===== src/rtl/cache_mem_arbiter.sv =====
// Cache-to-memory arbiter: merges the icache fill port and the dcache port
// onto one shared RAM port. The data side normally wins; a saturating
// starve counter forces an instruction grant after STARVE_MAX consecutive
// data completions that left an instruction request waiting.
module cache_mem_arbiter #(
    parameter int STARVE_MAX = 4,
    parameter int ADDR_W     = 32,
    parameter int WORD_W     = 32
) (
    input  logic              CLK,
    input  logic              nRST,
    // icache side
    input  logic              iREN,
    input  logic [ADDR_W-1:0] iaddr,
    output logic [WORD_W-1:0] iload,
    output logic              iwait,
    // dcache side
    input  logic              dREN,
    input  logic              dWEN,
    input  logic [ADDR_W-1:0] daddr,
    input  logic [WORD_W-1:0] dstore,
    output logic [WORD_W-1:0] dload,
    output logic              dwait,
    // shared RAM port
    output logic              ramREN,
    output logic              ramWEN,
    output logic [ADDR_W-1:0] ramaddr,
    output logic [WORD_W-1:0] ramstore,
    input  logic [WORD_W-1:0] ramload,
    input  logic [1:0]        ramstate,
    output logic              mem_err
);

    typedef enum logic [1:0] {
        IDLE    = 2'd0,
        SERVE_I = 2'd1,
        SERVE_D = 2'd2
    } state_t;

    localparam logic [1:0] RAM_ACCESS = 2'd2;
    localparam logic [1:0] RAM_ERROR  = 2'd3;
    localparam logic [3:0] STARVE_LIM = 4'(STARVE_MAX);

    state_t     state_q, state_d;
    logic [3:0] starve_q, starve_d;

    logic d_req;
    logic ram_done;

    assign d_req    = dREN | dWEN;
    assign ram_done = (ramstate == RAM_ACCESS) || (ramstate == RAM_ERROR);

    // State and starve counter; reset drops any in-flight transfer.
    always_ff @(posedge CLK or negedge nRST) begin
        if (!nRST) begin
            state_q  <= IDLE;
            starve_q <= 4'd0;
        end else begin
            state_q  <= state_d;
            starve_q <= starve_d;
        end
    end

    // Grant decision, RAM port steering and completion signalling.
    always_comb begin
        state_d  = state_q;
        starve_d = starve_q;
        iwait    = 1'b1;
        iload    = '0;
        dwait    = 1'b1;
        dload    = '0;
        ramREN   = 1'b0;
        ramWEN   = 1'b0;
        ramaddr  = '0;
        ramstore = '0;
        mem_err  = 1'b0;

        case (state_q)
            IDLE: begin
                // Data wins unless the instruction side has been starved long enough.
                if (iREN && (!d_req || (starve_q >= STARVE_LIM))) begin
                    state_d = SERVE_I;
                end else if (d_req) begin
                    state_d = SERVE_D;
                end
            end

            SERVE_D: begin
                ramREN   = dREN;
                ramWEN   = dWEN;
                ramaddr  = daddr;
                ramstore = dstore;
                if (!d_req) begin
                    // Request withdrawn: abandon without a completion pulse.
                    state_d = IDLE;
                end else if (ram_done) begin
                    dwait   = 1'b0;
                    state_d = IDLE;
                    if (ramstate == RAM_ERROR) begin
                        mem_err = 1'b1;
                    end else if (dREN) begin
                        dload = ramload;
                    end
                    // Count data wins that happened while an ifetch was waiting.
                    if (iREN) begin
                        if (starve_q < STARVE_LIM) begin
                            starve_d = starve_q + 4'd1;
                        end
                    end else begin
                        starve_d = 4'd0;
                    end
                end
            end

            SERVE_I: begin
                ramREN  = iREN;
                ramaddr = iaddr;
                if (!iREN) begin
                    state_d = IDLE;
                end else if (ram_done) begin
                    iwait    = 1'b0;
                    state_d  = IDLE;
                    starve_d = 4'd0;
                    if (ramstate == RAM_ERROR) begin
                        mem_err = 1'b1;
                    end else begin
                        iload = ramload;
                    end
                end
            end

            default: begin
                state_d = IDLE;
            end
        endcase
    end

endmodule


===== config.mk =====
export PLATFORM = sky130hd
export DESIGN_NAME = cache_mem_arbiter
export DESIGN_NICKNAME = d
export VERILOG_FILES = /design/src/rtl/cache_mem_arbiter.sv
export SDC_FILE = /design/constraint.sdc
export NUM_CORES = 1
export LEC_CHECK = 0
export ABC_AREA = 1
export CAP_MARGIN = 20
export CORE_AREA = 3 3 103 105
export CTS_CLUSTER_DIAMETER = 200
export DETAILED_ROUTE_END_ITERATION = 8
export DIE_AREA = 0 0 106 108
export GPL_TIMING_DRIVEN = 0
export PLACE_DENSITY = 0.62
export RECOVER_POWER = 25
export SLEW_MARGIN = 20
export SYNTH_ARGS = -nofsm -noshare
export SYNTH_HDL_FRONTEND = slang
export SYNTH_SLANG_ARGS = --single-unit

===== constraint.sdc =====
create_clock -name CLK -period 1.45 [get_ports CLK]
set_clock_uncertainty 0.1 [all_clocks]
set_input_delay 0.29 -clock CLK [delete_from_list [all_inputs] [get_ports CLK]]
set_output_delay 0.29 -clock CLK [all_outputs]
set_load 0.005 [all_outputs]

Word level (Yosys, flattened, before mapping)
Index checks and enable logic that the tools add are counted.
- flip-flop bits (word level): 6
- logic and storage cells: 59
- order comparisons: 2
- add/sub/neg operators: 1
- multiplexer cells: 36
- eq/ne operators: 10
- reductions and logical operators: 7
- bitwise operators: 1
- operators with widths (cell ; number):
    $mux 32 ; 10
    $pmux 32 s2 ; 1
    $mux 4 ; 6
    $mux 1 ; 10
    $mux 2 ; 5
    $ne 2x2->1 const B ; 4
    $pmux 4 s2 ; 1
    $eq 2x2->1 const B ; 3
    $ne 3x3->1 const B ; 2
    $pmux 2 s3 ; 1
    $reduce_and 6->1 ; 1
    $add 4x1->4 const B ; 1
    $ge 4x3->1 const B ; 1
    $lt 4x3->1 const B ; 1
    $pmux 1 s2 ; 2
    $eq 2x1->1 const B ; 1
    $logic_not 2->1 ; 1
    $logic_or 1x1->1 ; 2
    $reduce_bool 2->1 ; 1
    $logic_and 1x1->1 ; 1
    $logic_not 1->1 ; 1
    $or 1x1->1 ; 1

Depth between registers and ports, before layout
Gate-level depths: netlist of run 1.
- word-level depth: 6
- depth in mapped cells: 10
- mapped depth without buffers: 9

Worst setup path after synthesis of run 1
Ideal clock, no wire load.
- kind: register to output
- start: reg state_q[0]
- end: out ramaddr[11]
- data arrival time: 1.231 ns
- stages on the path, launching flop included: 8
- slack: -0.171 ns
- path through: dfrtp_1 -> inv_1 -> ha_1 -> buf_4 -> buf_4 -> buf_4 -> nand2_1 -> a21oi_1
- longest elaborated chain between the ends: 2
- elaborated cells between the ends (all ways): 3
- classes of those cells: 2 x eq/ne; 1 x mux
- ends and longest elaborated chain (what ; line ; text):
    start, declared ; 44 ; state_t state_q, state_d;
    start signal, assigned ; 59 ; state_q <= state_d;
    $eq 2x1->1 / $eq 2x2->1 (equally long branches) ; 78 ; case (state_q)
    $pmux 32 s2 * ; 78 ;
    end, declared ; 27 ; output logic [ADDR_W-1:0] ramaddr,
Every way passes the cells marked *; elsewhere a longest branch is shown, timed or not.

Worst setup path in the final report of run 1
- start: reg state_q[1]
- end: out ramaddr[6]
The elaborated chain is that of the path after synthesis.

==> flow_summary.yaml, run 1 <==
outcome:
  status: "complete, but fails checks"
  violations: "setup timing"
sta:
  hold_viol_final: 0
  setup_slack_ps: -624
  period_share: 1.43
  layout_min_cycle_time_ps: 2070
  setup_viol: 139
  tightest_slew_ps: 385
  slew_viol_final: 0
  max_freq_mhz: 482
  rsz0062_at_grt: "true"
  hold_slack_ps: 280
  slew_headroom: 0.743
critical_path:
  worstSetupPathType: "flip-flop to output port"
  critPathSlowestCell: "dfrtp_2"
  cp_max_fo: 5
  r2r_start: "state_q[1]$_DFFE_PN0P_"
  cp-end-kind: "output port"
  r2r-end: "state_q[1]$_DFFE_PN0P_"
  cp-start-kind: "flip-flop"
  crit_top_cell: "buf_8"
  worstPathArrival_ps: 1680
  reg2regPathDepth: 11
  r2r_slack_ps: -260
  crit_required_ps: 1060
  path_depth: 8
  path_cells: "inv_4 > ha_4 > buf_8 > buf_6 > buf_8 > nand2_2 > a21oi_2 > buf_2"
  crit_buf_inv: 5
  crit_start: "state_q[1]$_DFFE_PN0P_"
  max_stage_delay_ps: 440
  endpoint: "ramaddr[6]"
  crit_family: "buffers and inverters"
grt:
  grt_max_degree: 11
  antenna_found_initial: 0
  grt_pass1_wl_um: 19500
  grt_use_total: 0.214
  grt_pass1_vias: 3462
  overflow: 0
clock_network:
  cts.path.max_buffers: 2
  htree_levels: 1
  root_buffer: "clkbuf_8"
  cts_buffers: 3
  cts_tree: "done"
  cts.sinks: 6
  worstSkewPairLatency_ps: 220
  holdBufCountCts: 0
  path_clk_slew_ps: 40
floorplan:
  core_area_um2: 9730
  dieArea_um2: 11400
  rows: 36
  die_h_um: 108
  die_w_um: 106
  start_util: 0.169
  io_pins: 268
pwr:
  power_frac_comb: 0.930
  p_leak_nw: 3.08
  power.share.clock: 0.032
  seq_power_share: 0.038
  power.switching_mw: 3.38
  irDropWorstVdd_uv: 729
  powerDensity_nw_per_um2: 1250
  p_int_mw: 4.23
  sw_frac_of_total: 0.444
placed_design:
  place_congestion: 0.794
  post-place-ws_ps: -1060
  io_buffers: 266
  dp.final_hpwl_um: 9980
layout:
  nets: 854
  fillers: 844
  final_layout_size_suffix_gt1_frac: 0.612
  antennaDiodeCount: 0
  area_growth_pct: 271
routing:
  viasPerCell: 4.31
  routed_wl_um: 14500
  dr.pass1.iters: 5
  vias: 3638
  wire_per_inst_um: 17.2
  postRouteAntennaNets: 0
  first_iter_violations: 173
  drc: 0
run:
  drv_cap: 0
synth:
  syn_nets: 503
  synth_cells: 363
  synth_area_um2: 1640
  avgSynthCellArea_um2: 4.52
  synth_seq_cells: 6
  ys_seq_area_frac: 0.0915
  yosys.cell_types.count: 19
  synth_warnings: 0
worst_hold_path:
  hold_path.class: "input port to asynchronous set/reset pin"
-- worst min-delay path by stage --
stage | slack (ps) | to | cells after the start
floorplan | -110 | starve_q[0]$_DFFE_PN0P_ | 0
global placement | 370 | starve_q[1]$_DFFE_PN0P_ | 2
detailed placement | 380 | starve_q[1]$_DFFE_PN0P_ | 2
CTS | 210 | state_q[0]$_DFFE_PN0P_ | 1
global route | 300 | state_q[0]$_DFFE_PN0P_ | 1
finish | 280 | state_q[0]$_DFFE_PN0P_ | 1
-- sequential cells by signal (all words and copies together) (netlist names) --
name / count
starve_q: 4
state_q: 2
-- placed cells by master (no fill, tap or decap), types with 7 or more instances in the layout --
master,netlist,final
nand2_4,0,27
nor2_2,1,18
buf_12,0,7
buf_8,0,11
nand2_1,164,98
inv_2,1,23
nand2_2,1,39
nor2_1,76,19
buf_6,0,100
nor2_4,0,40
buf_4,6,16
buf_2,16,96
inv_1,40,16
a21oi_2,0,31
clkdlybuf4s50_1,0,130
-- power by group through the flow --
| stage | clock network, mW | registers [mW] | logic (mW) |
|---|---|---|---|
| floorplan | 0 | 0.259 | 2.20 |
| global placement | 0 | 0.267 | 4.50 |
| detailed placement | 0 | 0.272 | 4.54 |
| CTS | 0.250 | 0.274 | 5.96 |
| global route | 0.263 | 0.297 | 7.54 |
| finish | 0.243 | 0.288 | 7.08 |
-- final cells by class --
| cell class | count | area, um2 | share of cell area |
|---|---|---|---|
| Timing Repair Buffer | 349 | 3170 | 0.521 |
| Multi-Input combinational cell | 291 | 2080 | 0.342 |
| Buffer | 21 | 300 | 0.0493 |
| Inverter | 42 | 175 | 0.0288 |
| Tap cell | 133 | 166 | 0.0273 |
| Sequential cell | 6 | 151 | 0.0249 |
| Clock buffer | 3 | 41.3 | 0.00678 |
-- metal layers --
| metal | global-route usage | up-vias | wire, um |
|---|---|---|---|
| li1 | - | 1780 | - |
| met1 | 0.237 | 1700 | 5310 |
| met2 | 0.428 | 132 | 8100 |
| met3 | 0.0299 | 26 | 641 |
| met4 | 0.0463 | 0 | 440 |
| met5 | 0 | - | 0 |
-- cells by family (layout without fill, tap and decap cells) --
| logic type | Yosys count | in the layout | share of synthesized area |
|---|---|---|---|
| simple gates | 249 | 250 | 0.582 |
| buf+inv | 67 | 415 | 0.179 |
| compound gates | 36 | 36 | 0.110 |
| flops | 6 | 6 | 0.0915 |
| fa+ha+maj | 5 | 5 | 0.0381 |
-- worst reg2reg max path, cell delays in order, from the launching register on --
cell     delay (ps)
dfrtp_2         440
ha_4            220
buf_6           120
buf_6           100
buf_6           100
buf_6           110
nand2_4          80
nand3_4         100
nand2_2          60
nand2_1          50
nand2_1          50
nand2_1          50
-- stage by stage --
step	utilization	setup TNS, ps	instance area [um2]	cells	power [mW]
global placement	0.490	-111590	4770	762	4.77
floorplan	-	-9410	1940	363	2.46
global route	0.626	-78250	6090	845	8.10
finish	0.626	-70230	6090	845	7.62
detailed placement	0.490	-115480	4770	762	4.81
CTS	0.541	-70740	5260	828	6.48
-- cell usage after synthesis --
cell / count / area, um2
nor3_1: 1 / 5.00
inv_1: 40 / 150
or2_2: 1 / 6.26
nor2_2: 1 / 6.26
a21oi_1: 33 / 165
o21ai_1: 1 / 5.00
nor2_1: 76 / 285
clkbuf_1: 3 / 11.3
ha_1: 5 / 62.6
nand2_1: 164 / 616
nand2_2: 1 / 6.26
buf_4: 6 / 45.0
nand3_1: 4 / 20.0
buf_2: 16 / 80.1
nor3_2: 1 / 10.0
o21ai_0: 2 / 10.0
dfrtp_1: 6 / 150
clkinv_1: 1 / 3.75
inv_2: 1 / 3.75
-- what timing repair did --
| action | CTS | global route |
|---|---|---|
| setup buffers | 56 | 26 |
| endpoints found under the setup margin | 139 | 139 |
| hold endpoints to repair | 0 | 0 |
| gates resized for setup | 696 | 196 |
| pin swaps | 45 | 23 |
| gates cloned | 8 | 1 |
(Power assumes the default switching activity.)
==> inputs of run 2 (changes only) <==
- ABC_AREA: 1 -> 0
==> run 2 against run 1 <==
The flow still finishes with violations (setup timing); sequential power is 6% lower; area after synthesis decreased by 0.46%; routed wire length down 14%; highest routed layer unchanged.
==> flow_summary.yaml, run 2 <==
synth:
  synth_top_area_frac: 0.253
  synth_ff_type: "dfrtp_1"
  synth_edf_count: 0
  synth_seq_cells: 6
  synth_area_um2: 1630
  ys_seq_area_frac: 0.0919
  synth_cells: 234
  synth.area.top_cells: "and3_1, a22oi_1, and2_1"
  yosys.cell_types.count: 31
  synth_common_cells: "and3_1, and2_1, nor2b_1"
  syn_nets: 374
  avgSynthCellArea_um2: 6.98
  synth-async-reset-ratio: 1.00
  synth_warnings: 0
  synth_area_leader_cell: "and3_1"
  yosysMostFrequentCell: "and3_1"
critical_path:
  critPathSlowestCell: "dfrtp_1"
  max_stage_delay_ps: 420
  path_cells: "inv_2 > ha_4 > and3_4 > buf_6 > buf_6 > and3_4 > buf_6"
  crit_family: "simple AND/OR/NAND/NOR gates"
  worstPathArrival_ps: 1720
  crit_start: "state_q[1]$_DFFE_PN0P_"
  worstSetupPathType: "flip-flop to output port"
  cp-end-kind: "output port"
  r2r_start: "state_q[0]$_DFFE_PN0P_"
  cp-start-kind: "flip-flop"
  crit_top_cell: "buf_6"
  cp_max_fo: 7
  crit_buf_inv: 4
  crit_required_ps: 1060
pwr:
  irDropWorstVdd_uv: 781
  finalPower_mw: 6.47
  powerDensity_nw_per_um2: 1100
  p_leak_nw: 2.73
floorplan:
  die_h_um: 108
  die_w_um: 106
  dieArea_um2: 11400
  rows: 36
  io_pins: 268
  core_area_um2: 9730
  start_util: 0.168
layout:
  final_cell_mix: "clkdlybuf4s50_1, buf_6, buf_2"
  final_util: 0.604
  final_common_cell: "clkdlybuf4s50_1"
  top_register: "starve_q"
  area_growth_pct: 260
  final_layout_size_suffix_gt1_frac: 0.644
  largest_registers: "starve_q (4), state_q (2)"
  finalInstanceArea_um2: 5880
  largest_reg_flops: 4
  fillers: 873
  nets: 701
placed_design:
  placed_cell_area_um2: 4530
  io_buffers: 267
  dp.final_hpwl_um: 8930
  place_congestion: 0.783
sta:
  max_freq_mhz: 474
  rsz0062_at_grt: "true"
  period_share: 1.45
  slew_viol_final: 0
  layout_min_cycle_time_ps: 2110
  setup_viol: 139
  hold_slack_ps: 286
  slew_headroom: 0.809
  setup_slack_ps: -658
  tightest_slew_ps: 287
  hold_viol_final: 0
clock_network:
  cts_buffers: 3
  path_clk_slew_ps: 30
  htree_levels: 1
  root_buffer: "clkbuf_8"
  cts.sinks: 6
  worstSkewPairLatency_ps: 220
  cts.path.max_buffers: 2
  cts_tree: "done"
grt:
  grt_max_degree: 11
  grt_pass1_vias: 3224
  antenna_found_initial: 1
  grt_use_total: 0.190
  grt_pass1_wl_um: 17500
  overflow: 0
routing:
  drc: 0
  vias: 3109
  dr.pass1.iters: 4
  postRouteAntennaNets: 0
  viasPerCell: 4.49
  first_iter_violations: 142
  wire_per_inst_um: 17.9
  routed_wl_um: 12400
outcome:
  violations: "setup timing"
  status: "complete, but fails checks"
worst_hold_path:
  hold_path.class: "input port to asynchronous set/reset pin"
run:
  drv_cap: 0
-- run 2: cell count changes after synthesis, sizes merged, moves of 3 or more --
cell | previous run | this run
nand2 | 165 | 2
nor2 | 77 | 2
and3 | 0 | 66
inv | 41 | 4
and2 | 0 | 35
nor2b | 0 | 34
a22oi | 0 | 32
a21oi | 33 | 2
clkbuf | 3 | 18
buf | 22 | 10
nand3 | 4 | 0
mux2 | 0 | 3
-- run 2: metal layers --
layer,wire [um],vias to the layer above,global-route usage
met5,0,-,0
met2,6960,128,0.376
li1,-,1501,-
met3,690,12,0.0310
met4,153,0,0.0444
met1,4630,1468,0.212
-- run 2: power by group --
group	leakage (nW)	switching (mW)	internal [mW]
logic	2.63	2.09	3.86
registers	0.0777	0.0552	0.216
clock network	0.0216	0.0640	0.178
total	2.73	2.21	4.26
-- run 2: cell families (layout without fill, tap and decap cells) --
kind of cell,after synthesis,after routing,synth area share
multiplexers,3,3,0.0207
AND/OR/NAND/NOR,143,143,0.545
flip-flops,6,6,0.0919
buffers and inverters,32,357,0.0926
adder cells (fa/ha/maj),5,5,0.0383
other,0,1,0
AO/OA/AOI/OAI,45,45,0.211
-- run 2: final timing paths --
| path | endpoint | slack, ps | cells past startpoint |
|---|---|---|---|
| max | iload[16] | -660 | 7 |
| min | starve_q[3]$_DFFE_PN0P_ | 290 | 1 |
| max reg2reg | starve_q[0]$_DFFE_PN0P_ | -240 | 5 |
| min reg2reg | starve_q[1]$_DFFE_PN0P_ | 410 | 1 |
| max in group asynchronous | state_q[0]$_DFFE_PN0P_ | 730 | 1 |
| min in group CLK | starve_q[1]$_DFFE_PN0P_ | 410 | 1 |
-- run 2: final cells by class --
cell class / count / area (um2) / share of cell area
diodes: 1 / 2.50 / 0.000426
plain buffers: 23 / 304 / 0.0517
clock buffers: 3 / 41.3 / 0.00702
inverters: 4 / 15.0 / 0.00255
multi-input cells: 196 / 1950 / 0.331
flip-flops and latches: 6 / 151 / 0.0257
well taps: 133 / 166 / 0.0283
repair buffers: 327 / 3250 / 0.553
-- run 2: through the flow --
| stage | TNS (ps) | setup WS [ps] | std cells |
|---|---|---|---|
| 4_1_cts | -80310 | -696 | 682 |
| 3_3_place_gp | -124700 | -1130 | 634 |
| 5_1_grt | -76660 | -703 | 693 |
| 2_1_floorplan | -19880 | -175 | 234 |
| 6_report | -69470 | -658 | 693 |
| 3_5_place_dp | -128210 | -1170 | 634 |
-- run 2: timing repair --
action,4_1_cts,5_1_grt
setup endpoints to repair,139,139
gates cloned,11,4
hold buffers,0,0
pin swaps,32,19
resized for setup,683,166
setup buffers,34,13
-- run 2: worst register-to-register path, cell delays in order (launching register included) --
cell and delay (ps):
dfrtp_2 420, buf_6 120, ha_4 180, buf_4 160, o211ai_4 260, mux2_4 330
==> inputs of run 3 (changes only) <==
- CTS_BUF_LIST: default -> sky130_fd_sc_hd__clkbuf_8
- SKIP_CTS_REPAIR_TIMING: default -> 1
==> run 3 against run 2 <==
The run still ends with setup timing left; routed wire length down 11%; non-clock buffer count down 33; die area unchanged; register-to-register slack worse by 20 ps; first-iteration DRC count down 15%; cell count down 4.8%; flip-flop and latch count unchanged; power down 32%; combinational power down 35%; global-route usage down 2.7 points; utilization down 9.9 points; cell area down 16%.
==> flow_summary.yaml, run 3 (synthesis results as in run 2) <==
outcome:
  status: "complete, but fails checks"
  violations: "setup timing"
routing:
  routed_wl_um: 11000
  vias: 2920
  wire_per_inst_um: 16.7
  dr.pass1.iters: 4
  first_iter_violations: 120
  viasPerCell: 4.42
  drc: 0
  postRouteAntennaNets: 0
grt:
  grt_pass1_vias: 2857
  grt_max_degree: 11
  antenna_found_initial: 1
  grt_pass1_wl_um: 15100
  grt_use_total: 0.163
  overflow: 0
clock_network:
  cts_buffers: 3
  root_buffer: "clkbuf_8"
  cts.path.max_buffers: 2
  cts.sinks: 6
  cts_tree: "done"
  path_clk_slew_ps: 30
  htree_levels: 1
  worstSkewPairLatency_ps: 220
critical_path:
  worstSetupPathType: "flip-flop to output port"
  r2r-end: "starve_q[0]$_DFFE_PN0P_"
  cp_max_fo: 10
  r2r_slack_ps: -260
  r2r_start: "state_q[0]$_DFFE_PN0P_"
  reg2regPathDepth: 6
  cp-start-kind: "flip-flop"
  cp-end-kind: "output port"
  crit_required_ps: 1060
  worstPathArrival_ps: 1950
floorplan:
  rows: 36
  die_w_um: 106
  core_area_um2: 9730
  die_h_um: 108
  start_util: 0.168
  dieArea_um2: 11400
  io_pins: 268
sta:
  hold_slack_ps: 286
  slew_viol_final: 0
  tightest_slew_ps: 381
  period_share: 1.62
  slew_headroom: 0.746
  layout_min_cycle_time_ps: 2340
  max_freq_mhz: 427
  setup_slack_ps: -892
  hold_viol_final: 0
  setup_viol: 139
  rsz0062_at_grt: "true"
layout:
  final_layout_size_suffix_gt1_frac: 0.287
  top_register: "starve_q"
  fillers: 948
  largest_reg_flops: 4
  nets: 668
  final_cell_mix: "clkdlybuf4s50_1, and3_1, dlymetal6s2s_1"
  largest_registers: "starve_q (4), state_q (2)"
  area_growth_pct: 201
  final_common_cell: "clkdlybuf4s50_1"
worst_hold_path:
  hold_path.class: "input port to asynchronous set/reset pin"
placed_design:
  place_congestion: 0.783
  dp.final_hpwl_um: 8930
  io_buffers: 267
run:
  drv_cap: 0
pwr:
  p_leak_nw: 3.02
  finalPower_mw: 4.41
  powerDensity_nw_per_um2: 896
  irDropWorstVdd_uv: 533
[run 3: changes by cell type in the layout (fill, tap and decap cells not counted), moves of 28 or more]
| cell | delta |
|---|---|
| dlymetal6s2s_1 | +51 |
| and2_1 | +32 |
| buf_6 | -98 |
| and3_4 | -35 |
| and2_4 | -33 |
| clkdlybuf4s50_1 | +28 |
| and3_1 | +35 |
| buf_2 | -40 |
| clkbuf_2 | +41 |
[run 3: how the worst max path moves through the flow]
stage	slack, ps	from	to	depth (start not counted)
after floorplan	-170	state_q[0]$_DFFE_PN0P_	dload[10]	6
after global placement	-1130	ramstate[1]	iload[31]	6
after detailed placement	-1170	ramstate[1]	iload[31]	6
after CTS	-1300	state_q[0]$_DFFE_PN0P_	ramREN	7
after global routing	-970	state_q[0]$_DFFE_PN0P_	ramaddr[22]	7
final	-890	state_q[0]$_DFFE_PN0P_	ramaddr[22]	7
[run 3: metal layers]
metal | up-vias | share of wire | GRT usage
li1 | 1424 | - | -
met1 | 1356 | 0.39 | 0.183
met2 | 128 | 0.53 | 0.308
met3 | 12 | 0.062 | 0.0352
met4 | 0 | 0.014 | 0.0518
met5 | - | 0 | 0
[run 3: layout make-up]
cell class	instances	area, um2	share of cell area
timing repair buffer	289	2730	0.556
multi-input combinational	196	1500	0.305
buffer	28	310	0.0631
tap	133	166	0.0338
sequential	6	151	0.0308
clock buffer	3	41.3	0.00839
inverter	4	15.0	0.00305
antenna	1	2.50	0.000509
[run 3: worst max-delay path, cell delays in order, from the launching register on]
cell and delay (ps):
dfrtp_2 420, buf_4 150, ha_4 180, buf_8 150, buf_8 140, a22oi_1 180, nor2b_1 70, clkdlybuf4s50_1 450
[run 3: through the flow]
| stage | TNS [ps] | setup slack, ps | cells | instance area, um2 | utilization |
|---|---|---|---|---|---|
| 6_report | -85440 | -892 | 660 | 4920 | 0.506 |
| 5_1_grt | -96300 | -971 | 660 | 4920 | 0.506 |
| 4_1_cts | -145290 | -1300 | 637 | 4570 | 0.470 |
| 3_5_place_dp | -128210 | -1170 | 634 | 4530 | 0.466 |
| 3_3_place_gp | -124700 | -1130 | 634 | 4530 | 0.466 |
| 2_1_floorplan | -19880 | -175 | 234 | 1690 | - |
[run 3: report_power, final]
| part | switching [mW] | internal, mW |
|---|---|---|
| clock network | 0.0641 | 0.178 |
| registers | 0.0461 | 0.216 |
| logic | 1.54 | 2.37 |
| total | 1.65 | 2.76 |
